### src/rtl/vend_pkg.sv
// vend_pkg: shared definitions for the change dispenser.
//   state_t      payout FSM states
//   coin_t       denomination select, encoded the same way as refill_sel
//   VAL_*        coin face values in units
//   REFILL_*     refill_sel encodings (2'b00 matches none and is ignored)
//   coin_value() maps a coin_t to its face value
package vend_pkg;

  typedef enum logic [2:0] {
    S_IDLE   = 3'd0,
    S_SELECT = 3'd1,
    S_PULSE  = 3'd2,
    S_GAP    = 3'd3,
    S_DONE   = 3'd4
  } state_t;

  typedef enum logic [1:0] {
    COIN_NONE = 2'b00,
    COIN_1    = 2'b01,
    COIN_2    = 2'b10,
    COIN_5    = 2'b11
  } coin_t;

  localparam logic [3:0] VAL_1 = 4'd1;
  localparam logic [3:0] VAL_2 = 4'd2;
  localparam logic [3:0] VAL_5 = 4'd5;

  localparam logic [1:0] REFILL_1 = 2'b01;
  localparam logic [1:0] REFILL_2 = 2'b10;
  localparam logic [1:0] REFILL_5 = 2'b11;

  function automatic logic [3:0] coin_value(input coin_t c);
    case (c)
      COIN_1:  coin_value = VAL_1;
      COIN_2:  coin_value = VAL_2;
      COIN_5:  coin_value = VAL_5;
      default: coin_value = 4'd0;
    endcase
  endfunction

endpackage

### src/rtl/coin_hopper.sv
// coin_hopper: occupancy counter for one coin tube.
//   clock, reset  rising-edge clock, async active-high reset
//   init_val      count loaded while reset is asserted
//   inc           one coin added (refill); dropped when already at DEPTH
//   dec           one coin ejected; never wraps below 0
//   cnt           current occupancy
module coin_hopper #(
  parameter int DEPTH = 15
) (
  input  logic       clock,
  input  logic       reset,
  input  logic [3:0] init_val,
  input  logic       inc,
  input  logic       dec,
  output logic [3:0] cnt
);

  localparam logic [3:0] MAX = 4'(DEPTH);

  always_ff @(posedge clock or posedge reset) begin
    if (reset) begin
      cnt <= init_val;
    end else if (inc && dec) begin
      // refill and payout cancel, unless the refill coin is dropped at full
      if (cnt == MAX) cnt <= cnt - 4'd1;
    end else if (inc) begin
      if (cnt != MAX) cnt <= cnt + 4'd1;
    end else if (dec) begin
      if (cnt != 4'd0) cnt <= cnt - 4'd1;
    end
  end

endmodule

### src/rtl/change_dispenser.sv
// change_dispenser: pays out change greedily from 5/2/1-unit hoppers.
//   clock, reset          rising-edge clock, async active-high reset
//   change_valid/amount   change request; accepted when change_ready (IDLE)
//   change_ready, busy    IDLE / not IDLE
//   refill_valid/sel      add one coin to the selected hopper, any state
//   coin_1/2/5            one-cycle eject pulses, at most one per cycle
//   done                  one-cycle end-of-payout pulse
//   shortfall             units left unpaid by the last request
//   cnt_1/2/5             hopper occupancy
//   total_paid            value of all ejected coins (saturating) when built
//                         with CHANGE_DISPENSER_AUDIT_EN, otherwise 0
//
// state  | meaning
// IDLE   | waiting for a request
// SELECT | pick largest coin <= remaining with stock, or finish
// PULSE  | eject the selected coin
// GAP    | PAYOUT_GAP idle cycles between coins
// DONE   | done pulse, back to IDLE
module change_dispenser
  import vend_pkg::*;
#(
  parameter int HOPPER_DEPTH = 15,
  parameter int HOPPER_INIT  = 4,
  parameter int PAYOUT_GAP   = 1
) (
  input  logic       clock,
  input  logic       reset,
  input  logic       change_valid,
  input  logic [3:0] change_amount,
  output logic       change_ready,
  input  logic       refill_valid,
  input  logic [1:0] refill_sel,
  output logic       coin_1,
  output logic       coin_2,
  output logic       coin_5,
  output logic       busy,
  output logic       done,
  output logic [3:0] shortfall,
  output logic [3:0] cnt_1,
  output logic [3:0] cnt_2,
  output logic [3:0] cnt_5,
  output logic [7:0] total_paid
);

  localparam logic [3:0] INIT_CNT = 4'(HOPPER_INIT);
  // GAP is entered with the count of cycles still to wait after this one
  localparam logic [7:0] GAP_LOAD = (PAYOUT_GAP > 0) ? 8'(PAYOUT_GAP - 1) : 8'd0;

  state_t     state;
  coin_t      sel;
  coin_t      pick;
  logic [3:0] remaining;
  logic [7:0] gap_cnt;

  always_comb begin
    pick = COIN_NONE;
    if (remaining >= VAL_5 && cnt_5 != 4'd0)      pick = COIN_5;
    else if (remaining >= VAL_2 && cnt_2 != 4'd0) pick = COIN_2;
    else if (remaining >= VAL_1 && cnt_1 != 4'd0) pick = COIN_1;
  end

  always_ff @(posedge clock or posedge reset) begin
    if (reset) begin
      state     <= S_IDLE;
      sel       <= COIN_NONE;
      remaining <= 4'd0;
      shortfall <= 4'd0;
      gap_cnt   <= 8'd0;
    end else begin
      case (state)
        S_IDLE: begin
          if (change_valid) begin
            remaining <= change_amount;
            shortfall <= 4'd0;
            state     <= S_SELECT;
          end
        end
        S_SELECT: begin
          if (pick == COIN_NONE) begin
            shortfall <= remaining;
            state     <= S_DONE;
          end else begin
            sel   <= pick;
            state <= S_PULSE;
          end
        end
        S_PULSE: begin
          remaining <= remaining - coin_value(sel);
          if (PAYOUT_GAP == 0) begin
            state <= S_SELECT;
          end else begin
            gap_cnt <= GAP_LOAD;
            state   <= S_GAP;
          end
        end
        S_GAP: begin
          if (gap_cnt == 8'd0) state <= S_SELECT;
          else                 gap_cnt <= gap_cnt - 8'd1;
        end
        S_DONE:  state <= S_IDLE;
        default: state <= S_IDLE;
      endcase
    end
  end

  assign change_ready = (state == S_IDLE);
  assign busy         = (state != S_IDLE);
  assign done         = (state == S_DONE);
  assign coin_1       = (state == S_PULSE) && (sel == COIN_1);
  assign coin_2       = (state == S_PULSE) && (sel == COIN_2);
  assign coin_5       = (state == S_PULSE) && (sel == COIN_5);

  coin_hopper #(.DEPTH(HOPPER_DEPTH)) u_hopper_1 (
    .clock(clock), .reset(reset), .init_val(INIT_CNT),
    .inc(refill_valid && refill_sel == REFILL_1), .dec(coin_1), .cnt(cnt_1)
  );

  coin_hopper #(.DEPTH(HOPPER_DEPTH)) u_hopper_2 (
    .clock(clock), .reset(reset), .init_val(INIT_CNT),
    .inc(refill_valid && refill_sel == REFILL_2), .dec(coin_2), .cnt(cnt_2)
  );

  coin_hopper #(.DEPTH(HOPPER_DEPTH)) u_hopper_5 (
    .clock(clock), .reset(reset), .init_val(INIT_CNT),
    .inc(refill_valid && refill_sel == REFILL_5), .dec(coin_5), .cnt(cnt_5)
  );

`ifdef CHANGE_DISPENSER_AUDIT_EN
  logic [7:0] paid_q;
  logic [8:0] paid_sum;

  assign paid_sum = {1'b0, paid_q} + {5'd0, coin_value(sel)};

  always_ff @(posedge clock or posedge reset) begin
    if (reset)                  paid_q <= 8'd0;
    else if (state == S_PULSE)  paid_q <= paid_sum[8] ? 8'hFF : paid_sum[7:0];
  end

  assign total_paid = paid_q;
`else
  assign total_paid = 8'd0;
`endif

endmodule

### config.mk
export PLATFORM = sky130hd
export DESIGN_NAME = change_dispenser
export DESIGN_NICKNAME = d
export VERILOG_FILES = /design/src/rtl/vend_pkg.sv /design/src/rtl/coin_hopper.sv /design/src/rtl/change_dispenser.sv
export SDC_FILE = /design/constraint.sdc
export NUM_CORES = 1
export LEC_CHECK = 0
export ABC_CLOCK_PERIOD_IN_PS = 4600
export BUFFER_PORTS_ARGS = -buffer_cell sky130_fd_sc_hd__buf_2
export CAP_MARGIN = 20
export CORE_MARGIN = 2
export CORE_UTILIZATION = 60
export CTS_CLUSTER_SIZE = 10
export DETAILED_ROUTE_END_ITERATION = 10
export PLACE_DENSITY = 0.95
export SETUP_SLACK_MARGIN = 0.1
export SLEW_MARGIN = 10
export SYNTH_ARGS = -nofsm -noshare
export SYNTH_HDL_FRONTEND = slang
export SYNTH_SLANG_ARGS = --single-unit
export TNS_END_PERCENT = 1
### constraint.sdc
create_clock -name clock -period 4.6 [get_ports clock]
set_clock_uncertainty 0.1 [all_clocks]
set_input_delay 0.92 -clock clock [delete_from_list [all_inputs] [get_ports clock]]
set_output_delay 0.92 -clock clock [all_outputs]
set_load 0.02 [all_outputs]
==> results.toml, run 1 <==
[outcome]
outcome = "complete, no violations"

[worst_setup_path]
critical_path.top_delay_family = "simple AND/OR/NAND/NOR gates"
timing.critical_path.cells = "nand4bb_1 -> nor2_4 -> buf_2"
worstPathArrival_ns = 1.90
crit_path_top_delay_cell = "sky130_fd_sc_hd__nand4bb_1"
worstSetupStartpointType = "flip-flop"
ff2ff_setup_slack_ns = 2.37
worstReg2RegStart = "state[0]"
worstPathBufferInverterCount = 1
crit_type = "flip-flop to primary output"
worst_stage_delay_on_the_critical_path_ns = 0.52
worstPathMaxFanout = 11
cp-end-kind = "primary output"
worst_ep_required_time_ns = 3.58
crit_path_start = "state[0]"

[floorplanning]
fp.dieW_um = 65.6
placementRows = 22
fp.coreArea_mm2 = 0.00366
floorplan.die.height_um = 65.6
top_level_pins = 40
starting_density_pct = 62.1
design.die.area_mm2 = 0.00430

[timing]
max_slew_margin_pct = 52.1
layout_worst_path_cycle_share_pct = 63.5
post-route-min-period_ns = 2.92
tns_ns = 0
fmaxAchievable_mhz = 342
timing.final.max_slew_violations = 0
timing.final.hold_violations = 0
grt_setup_unrepaired = "no"
setup_viol = 0
worst_pin_slew_ns = 0.715

[synthesis]
synthesis.yosys.warnings = 0
synthFlopType = "sky130_fd_sc_hd__dfrtp_1"
synth.area.top_cells = "sky130_fd_sc_hd__dfrtp_1 (33%), sky130_fd_sc_hd__ha_1 (6.1%), sky130_fd_sc_hd__nand2_1 (4.1%)"
synth_seq_cells = 33
synth_area_mm2 = 0.00227
syn_avg_cell_area_um2 = 9.09
synthCells = 250
synth_seq_area_share_pct = 36.5
synth_cell_type_count = 60
synth_async_sr_flop_share_pct = 100
edff_count_synth = 0
synthDominantCellAreaShare_pct = 33.0
post-synth-top-area-cell = "sky130_fd_sc_hd__dfrtp_1"

[place]
gpl.final_weighted_congestion = 0.838
detailedPlacementHpwl_um = 3330
io_buffer_count = 31
postPlaceCellArea_mm2 = 0.00242
post-place-cells = 321

[detailed_routing]
avgViaCountPerCell = 5.73
ant_nets = 0
drt-wirelength-per-cell_um = 14.1
num_vias = 1879
drtPass1Iterations = 4
drt-total-wl_um = 4620
drc_errors = 0
initialDrtViolationCount = 173

[global_route]
total_routing_usage_reported_by_global_routing_pct = 24.2
initial_antenna_violation_count = 0
gr-total-overflow = 0
grt_pass1_wl_um = 7830
pin_count_of_the_biggest_net_entering_global_routing = 34
number_of_global_route_vias_before_repair = 1777

[cells_and_area]
drive_gt1_share_pct = 21.1
most-common-layout-cells = "sky130_fd_sc_hd__buf_2 (31), sky130_fd_sc_hd__dfrtp_1 (30), sky130_fd_sc_hd__nand2_1 (25)"
insertedDiodeCount = 0
nFillCells = 296
sequential_cell_area_um2 = 830
finalNonFillerCells = 328
multiInputGateArea_mm2 = 0.00130
finalNetCount = 302
area_growth_pct = 10.0
layout_commonest_cell = "sky130_fd_sc_hd__buf_2"
finalCoreUtilization_pct = 68.3
stdcell_area_mm2 = 0.00250

[power_and_ir_drop]
power.internal_mw = 0.874
cellPowerDensity_mw_per_mm2 = 663
totalPowerFinal_mw = 1.66
swShare_pct = 47.3
power.share.sequential_pct = 36.2
pwr-share-comb_pct = 51.3
static-leakage-power_nw = 1.15
p_sw_mw = 0.785
clock_power_share_pct = 12.5
peakVddDrop_v = 0.000300

[cts]
cts.clk_slew.worst_paths_ns = 0.07
clockBufferDepth = 2
cts_resized = 0
clk_latency_ns = 0.29
holdBufCountCts = 0
clock_sink_count = 33
cts_made_buffers = 5
postCtsSetupRepairBufs = 0
ctsRootBufferMaster = "sky130_fd_sc_hd__clkbuf_8"
tritoncts = "done"
cts.htree.levels = 2

[worst_hold_path]
hold_path_class = "flip-flop to flip-flop"
min-delay-start = "gap_cnt[1]"

[job]
drv.max_cap_violation_count = 0
[final timing paths]
check                                    endpoint  cells past startpoint
worst max-delay path                       coin_5                      3
min in group asynchronous       u_hopper_5.cnt[3]                      3
worst min-delay path                   gap_cnt[1]                      2
worst max register to register  u_hopper_1.cnt[3]                      5
worst min register to register         gap_cnt[1]                      2
max in group asynchronous       u_hopper_2.cnt[2]                      3
[cell usage after synthesis (all sizes together), types with 2 or more instances]
master	number
a311o	2
dfstp	3
nand2b	3
ha	11
inv	16
a221oi	3
a21oi	18
or3	3
xor2	6
o22ai	4
mux2i	9
a31oi	5
nor2	21
or2	3
clkbuf	5
nand2	25
xnor2	8
nand3	4
a22oi	2
dfrtp	30
a211oi	2
nor2b	4
nor3b	3
and3	2
nor4	3
buf	11
o21ai	15
nor3	8
[worst min-delay path: stages, from the launching register on]
cell                      delay, ns
sky130_fd_sc_hd__dfrtp_1       0.37
sky130_fd_sc_hd__nand2_1       0.05
sky130_fd_sc_hd__o21ai_0       0.06
[cells by family after synthesis]
logic type / count (synthesis) / synth area share, %
AND/OR/NAND/NOR: 85 / 19.9
multiplexers: 9 / 3.96
flip-flops: 33 / 36.5
buffers and inverters: 33 / 7.37
adder cells (fa/ha/maj): 12 / 6.93
AO/OA/AOI/OAI: 63 / 19.8
other: 1 / 0.165
XOR/XNOR: 14 / 5.39
[metrics by stage]
| stage | hold WS [ns] | setup slack [ns] |
|---|---|---|
| after floorplan | 0.369 | 2.09 |
| after global placement | 0.394 | 2.08 |
| after detailed placement | 0.402 | 2.03 |
| after CTS | 0.415 | 1.69 |
| after global routing | 0.446 | 1.60 |
| final | 0.414 | 1.68 |
[state kept, by name, indices dropped and copies added, names as in the netlist]
signal / flops
gap_cnt: 8
remaining: 4
shortfall: 4
u_hopper_1.cnt: 4
u_hopper_2.cnt: 4
u_hopper_5.cnt: 4
state: 3
sel: 2
[power by group through the flow]
| stage | clock, mW | combinational (mW) | sequential [mW] |
|---|---|---|---|
| after detailed placement | 0 | 0.843 | 0.604 |
| after CTS | 0.212 | 0.852 | 0.600 |
| after global routing | 0.223 | 0.956 | 0.627 |
| final | 0.207 | 0.851 | 0.601 |
| after floorplan | 0 | 0.640 | 0.608 |
| after global placement | 0 | 0.804 | 0.597 |
[layout make-up]
class                           instances  share of cell area, %
Clock buffer                            6                   2.90
Multi-Input combinational cell        191                   52.1
Clock inverter                          1                  0.200
Inverter                               17                   2.75
Tap cell                               48                   2.40
Sequential cell                        33                   33.2
Timing Repair Buffer                   32                   6.50
[routing by layer]
metal  GRT usage (%)  share of wire (%)  up-vias
met4            12.5                2.1        0
li1                -                  -      931
met3            5.31                5.9        5
met1            29.9                 43      887
met2            39.7                 48       56
met5               0                  0        -
(Power assumes the default switching activity.)
==> run 2: changes to the inputs <==
Settings changed: ABC_CLOCK_PERIOD_IN_PS 4600 to 2600, CORE_UTILIZATION 60 to 51, PLACE_DENSITY 0.95 to 0.89.
Clock period 4.6 ns to 2.6 ns, I/O delays scaled along.
==> run 2 against run 1 <==
Against the previous run:
- die area rose by 17%
- cell count increased by 2.4%
- worst hold slack worse by 0.19 ns
- sequential share of layout area decreased by 0.73 points
- global-route usage shrank 4.1 points
- sequential power rose by 80%
- combinational power rose by 79%
- non-clock buffer count rose by 3
- register-to-register slack lost 1.9 ns
- setup slack lost 1.4 ns
- via count up 2.2%
- first-iteration DRC count fell by 43%
- critical endpoint unchanged
- largest cell class unchanged
- highest routed layer unchanged
==> results.toml, run 2 (synthesized netlist as in run 1, its figures left out) <==
[outcome]
outcome = "complete, no violations"

[floorplanning]
starting_density_pct = 52.6
floorplan.die.height_um = 70.8
top_level_pins = 40
placementRows = 24
design.die.area_mm2 = 0.00501
fp.dieW_um = 70.8
fp.coreArea_mm2 = 0.00432

[worst_setup_path]
worstPathArrival_ns = 1.74
crit_path_top_delay_cell = "sky130_fd_sc_hd__dfrtp_1"
worst_stage_delay_on_the_critical_path_ns = 0.49
worstPathMaxFanout = 11
critical_path.top_delay_family = "simple AND/OR/NAND/NOR gates"
worstSetupStartpointType = "flip-flop"
worstPathBufferInverterCount = 1
crit_type = "flip-flop to primary output"
timing.critical_path.cells = "nand4bb_2 -> nor2_4 -> buf_2"
worst_ep_required_time_ns = 1.98
cp-end-kind = "primary output"

[timing]
post-route-min-period_ns = 2.36
timing.final.hold_violations = 0
tns_ns = 0
max_slew_margin_pct = 52.6
layout_worst_path_cycle_share_pct = 90.9
worst_pin_slew_ns = 0.705
setup_viol = 0
grt_setup_unrepaired = "no"
fmaxAchievable_mhz = 423
holdWs_ns = 0.222
timing.final.max_slew_violations = 0

[cts]
clock_sink_count = 33
cts.htree.levels = 2
clockBufferDepth = 2
cts_made_buffers = 5
tritoncts = "done"
ctsRootBufferMaster = "sky130_fd_sc_hd__clkbuf_8"
clk_latency_ns = 0.29
cts.clk_slew.worst_paths_ns = 0.07

[place]
io_buffer_count = 31
detailedPlacementHpwl_um = 3540
postPlaceCellArea_mm2 = 0.00245
gpl.final_weighted_congestion = 0.831
post-place-cells = 328

[cells_and_area]
insertedDiodeCount = 0
nFillCells = 371
finalNonFillerCells = 336
largest_reg_flops = 8
top_register = "gap_cnt"
area_growth_pct = 12.5
finalNetCount = 305
drive_gt1_share_pct = 22.9
layout_commonest_cell = "sky130_fd_sc_hd__buf_2"
stdcell_area_mm2 = 0.00256
most-common-layout-cells = "sky130_fd_sc_hd__buf_2 (31), sky130_fd_sc_hd__dfrtp_1 (30), sky130_fd_sc_hd__nand2_1 (25)"

[global_route]
gr-total-overflow = 0
grt_pass1_wl_um = 8070
total_routing_usage_reported_by_global_routing_pct = 20.1
initial_antenna_violation_count = 0
pin_count_of_the_biggest_net_entering_global_routing = 34
number_of_global_route_vias_before_repair = 1794

[power_and_ir_drop]
peakVddDrop_v = 0.000458
cellPowerDensity_mw_per_mm2 = 1180
static-leakage-power_nw = 1.18

[detailed_routing]
routed-wl-met2_um = 2330
num_vias = 1920
ant_nets = 0
highest-signal-layer = "met4"
drt-total-wl_um = 4820
drc_errors = 0
drt-wirelength-per-cell_um = 14.4
initialDrtViolationCount = 99
drtPass1Iterations = 4
wl_met1_um = 2170
avgViaCountPerCell = 5.71
met3WireLength_um = 233

[job]
drv.max_cap_violation_count = 0

[worst_hold_path]
hold_path_class = "input port to async pin"
run 2: final timing paths:
kind,startpoint,end,slack [ns],depth (start not counted)
max,state[0],coin_5,0.24,3
min reg2reg,gap_cnt[0],gap_cnt[0],0.42,1
min,reset,gap_cnt[2],0.22,3
min in group clock,change_amount[1],remaining[1],0.42,3
max reg2reg,state[0],u_hopper_1.cnt[3],0.50,5
max in group asynchronous,reset,u_hopper_1.cnt[2],1.83,3
run 2: metal layers:
layer | vias up | GRT usage [%]
li1 | 939 | -
met1 | 910 | 25.8
met2 | 60 | 32.9
met3 | 11 | 4.99
met4 | 0 | 7.76
met5 | - | 0
run 2: worst reg2reg max path: cells and delay by family (launching register included):
kind / cells / cell delay, ns
simple gates: 1 / 0.46
flops: 1 / 0.49
xor+xnor: 1 / 0.14
compound gates: 3 / 0.78
run 2: per-stage QoR:
stage	power, mW	utilization [%]	setup WS [ns]
3_5_place_dp	2.58	56.7	0.400
6_report	3.03	59.1	0.236
3_3_place_gp	2.50	56.7	0.480
5_1_grt	3.27	59.1	0.120
4_1_cts	3.02	59.0	0.125
2_1_floorplan	2.21	-	0.471
run 2: what timing repair did:
action,in CTS,in global routing
hold buffers,0,0
setup endpoints to repair,0,1
setup buffers,0,0
resized for setup,0,1
run 2: cell type report:
cell class	count	area (um^2)	area share [%]
Clock inverter	1	5.00	0.196
Inverter	17	68.8	2.69
Sequential cell	33	830	32.4
Tap cell	52	65.1	2.54
Timing Repair Buffer	35	185	7.24
Clock buffer	7	96.3	3.77
Multi-Input combinational cell	191	1310	51.1
run 2: where the power goes:
group	internal [mW]	leakage, nW	switching (mW)
Sequential	0.747	0.397	0.329
Clock	0.239	0.0542	0.192
Combinational	0.629	0.726	0.889
Total	1.62	1.18	1.41
==> run 3: changes to the inputs <==
Settings changed: PLACE_DENSITY 0.89 to not set, PLACE_DENSITY_LB_ADDON set to 0.25.
==> run 3 against run 2 <==
Against the previous run:
- cell area rose by 1.3%
- non-clock buffer count unchanged
- critical endpoint unchanged
- largest power group unchanged
- clock power is 33% higher
- critical path type unchanged
- die area stayed put
==> results.toml, run 3 (synthesized netlist as in run 1, its figures left out) <==
[cts]
clk_latency_ns = 0.29
postCtsSetupRepairBufs = 0
ctsRootBufferMaster = "sky130_fd_sc_hd__clkbuf_8"
cts_made_buffers = 5
cts.clk_slew.worst_paths_ns = 0.07
tritoncts = "done"
cts_resized = 0
clock_sink_count = 33
holdBufCountCts = 0
cts.htree.levels = 2
clockBufferDepth = 2

[timing]
post-route-min-period_ns = 2.37
worst_pin_slew_ns = 0.735
final_critical_path_setup_slack_ns = 0.226
setup_viol = 0
fmaxAchievable_mhz = 421
timing.final.max_slew_violations = 0
timing.final.hold_violations = 0
grt_setup_unrepaired = "no"
tns_ns = 0
holdWs_ns = 0.0853
max_slew_margin_pct = 50.6
layout_worst_path_cycle_share_pct = 91.3

[cells_and_area]
largest_reg_flops = 8
insertedDiodeCount = 0
most-common-layout-cells = "sky130_fd_sc_hd__buf_2 (31), sky130_fd_sc_hd__dfrtp_1 (30), sky130_fd_sc_hd__nand2_1 (25)"
area_growth_pct = 13.9
nFillCells = 416
top_register = "gap_cnt"
finalNonFillerCells = 336
finalNetCount = 305
layout_commonest_cell = "sky130_fd_sc_hd__buf_2"
drive_gt1_share_pct = 22.9

[outcome]
outcome = "complete, no violations"

[power_and_ir_drop]
power.internal_mw = 1.76
swShare_pct = 44.1
pwr-share-comb_pct = 48.0
clock_power_share_pct = 18.2
power.share.sequential_pct = 33.8
p_sw_mw = 1.39
totalPowerFinal_mw = 3.15
static-leakage-power_nw = 1.19
peakVddDrop_v = 0.000492
cellPowerDensity_mw_per_mm2 = 1220

[detailed_routing]
drt-wirelength-per-cell_um = 14.0
initialDrtViolationCount = 68
ant_nets = 0
drtPass1Iterations = 4
num_vias = 1883
drc_errors = 0
avgViaCountPerCell = 5.60
drt-total-wl_um = 4690

[worst_setup_path]
crit_path_start = "state[0]"
worstPathMaxFanout = 11
worst_stage_delay_on_the_critical_path_ns = 0.50
worstReg2RegStart = "state[0]"
worst_ep_required_time_ns = 1.98
worstSetupStartpointType = "flip-flop"
crit_path_top_delay_cell = "sky130_fd_sc_hd__dfrtp_1"
worstPathBufferInverterCount = 1
worstPathArrival_ns = 1.75
timing.critical_path.cells = "nand4bb_2 -> nor2_4 -> buf_2"
cp-end-kind = "primary output"
critical_path.top_delay_family = "simple AND/OR/NAND/NOR gates"
crit_type = "flip-flop to primary output"

[floorplanning]
top_level_pins = 40
starting_density_pct = 52.6
design.die.area_mm2 = 0.00501
fp.coreArea_mm2 = 0.00432
placementRows = 24
fp.dieW_um = 70.8
floorplan.die.height_um = 70.8

[place]
dp_slack_ns = 0.396
detailedPlacementHpwl_um = 3440
post-place-cells = 328
io_buffer_count = 31
gpl.final_weighted_congestion = 0.799

[global_route]
use_met2_pct = 33.6
number_of_global_route_vias_before_repair = 1827
busiest_layer = "met2"
gr-total-overflow = 0
total_routing_usage_reported_by_global_routing_pct = 20.5
pin_count_of_the_biggest_net_entering_global_routing = 26
grt_pass1_wl_um = 8250
initial_antenna_violation_count = 0
global_route_met1_utilization_pct = 27.4
use_met3_pct = 4.70

[worst_hold_path]
hold_path_class = "input port to async pin"

[job]
drv.max_cap_violation_count = 0
-- run 3: changes by cell type in the layout (fill, tap and decap cells not counted), sizes merged --
cell    before  now
clkbuf       7    5
bufinv       0    2
-- run 3: path summary, 6_finish.rpt --
check | end | slack [ns] | cells after the start
worst max register to register | u_hopper_1.cnt[3] | 0.49 | 5
worst min register to register | gap_cnt[1] | 0.42 | 2
worst min-delay path | gap_cnt[0] | 0.09 | 2
min in group clock | gap_cnt[1] | 0.42 | 2
max in group asynchronous | u_hopper_1.cnt[2] | 1.62 | 3
worst max-delay path | coin_5 | 0.23 | 3
-- run 3: through the flow --
stage | utilization [%] | cell area, um^2
after detailed placement | 56.7 | 2450
after global placement | 56.7 | 2450
final | 59.9 | 2590
after global routing | 59.9 | 2590
after CTS | 59.8 | 2580
after floorplan | - | 2300
-- run 3: power groups by stage --
| stage | combinational [mW] | clock [mW] | sequential [mW] |
|---|---|---|---|
| global placement | 1.48 | 0 | 1.06 |
| global route | 1.73 | 0.608 | 1.11 |
| detailed placement | 1.51 | 0 | 1.07 |
| floorplan | 1.13 | 0 | 1.08 |
| finish | 1.51 | 0.573 | 1.06 |
| CTS | 1.52 | 0.584 | 1.06 |
-- run 3: worst reg2reg max path, delay by kind of cell, from the launching register on --
kind / cells / cell delay (ns)
compound gates: 3 / 0.78
xor+xnor: 1 / 0.15
flops: 1 / 0.50
simple gates: 1 / 0.46
-- run 3: layout make-up --
class	count	area (um^2)	area share [%]
clock buffers	5	68.8	2.66
well taps	52	65.1	2.51
flip-flops and latches	33	830	32.0
repair buffers	35	185	7.15
inverters	17	68.8	2.66
clock inverters	3	65.1	2.51
multi-input cells	191	1310	50.5
-- run 3: routing by layer --
layer	share of wire [%]	wire length, um
met1	48	2270
met2	46	2180
met3	4.1	193
met4	0.98	46
met5	0	0
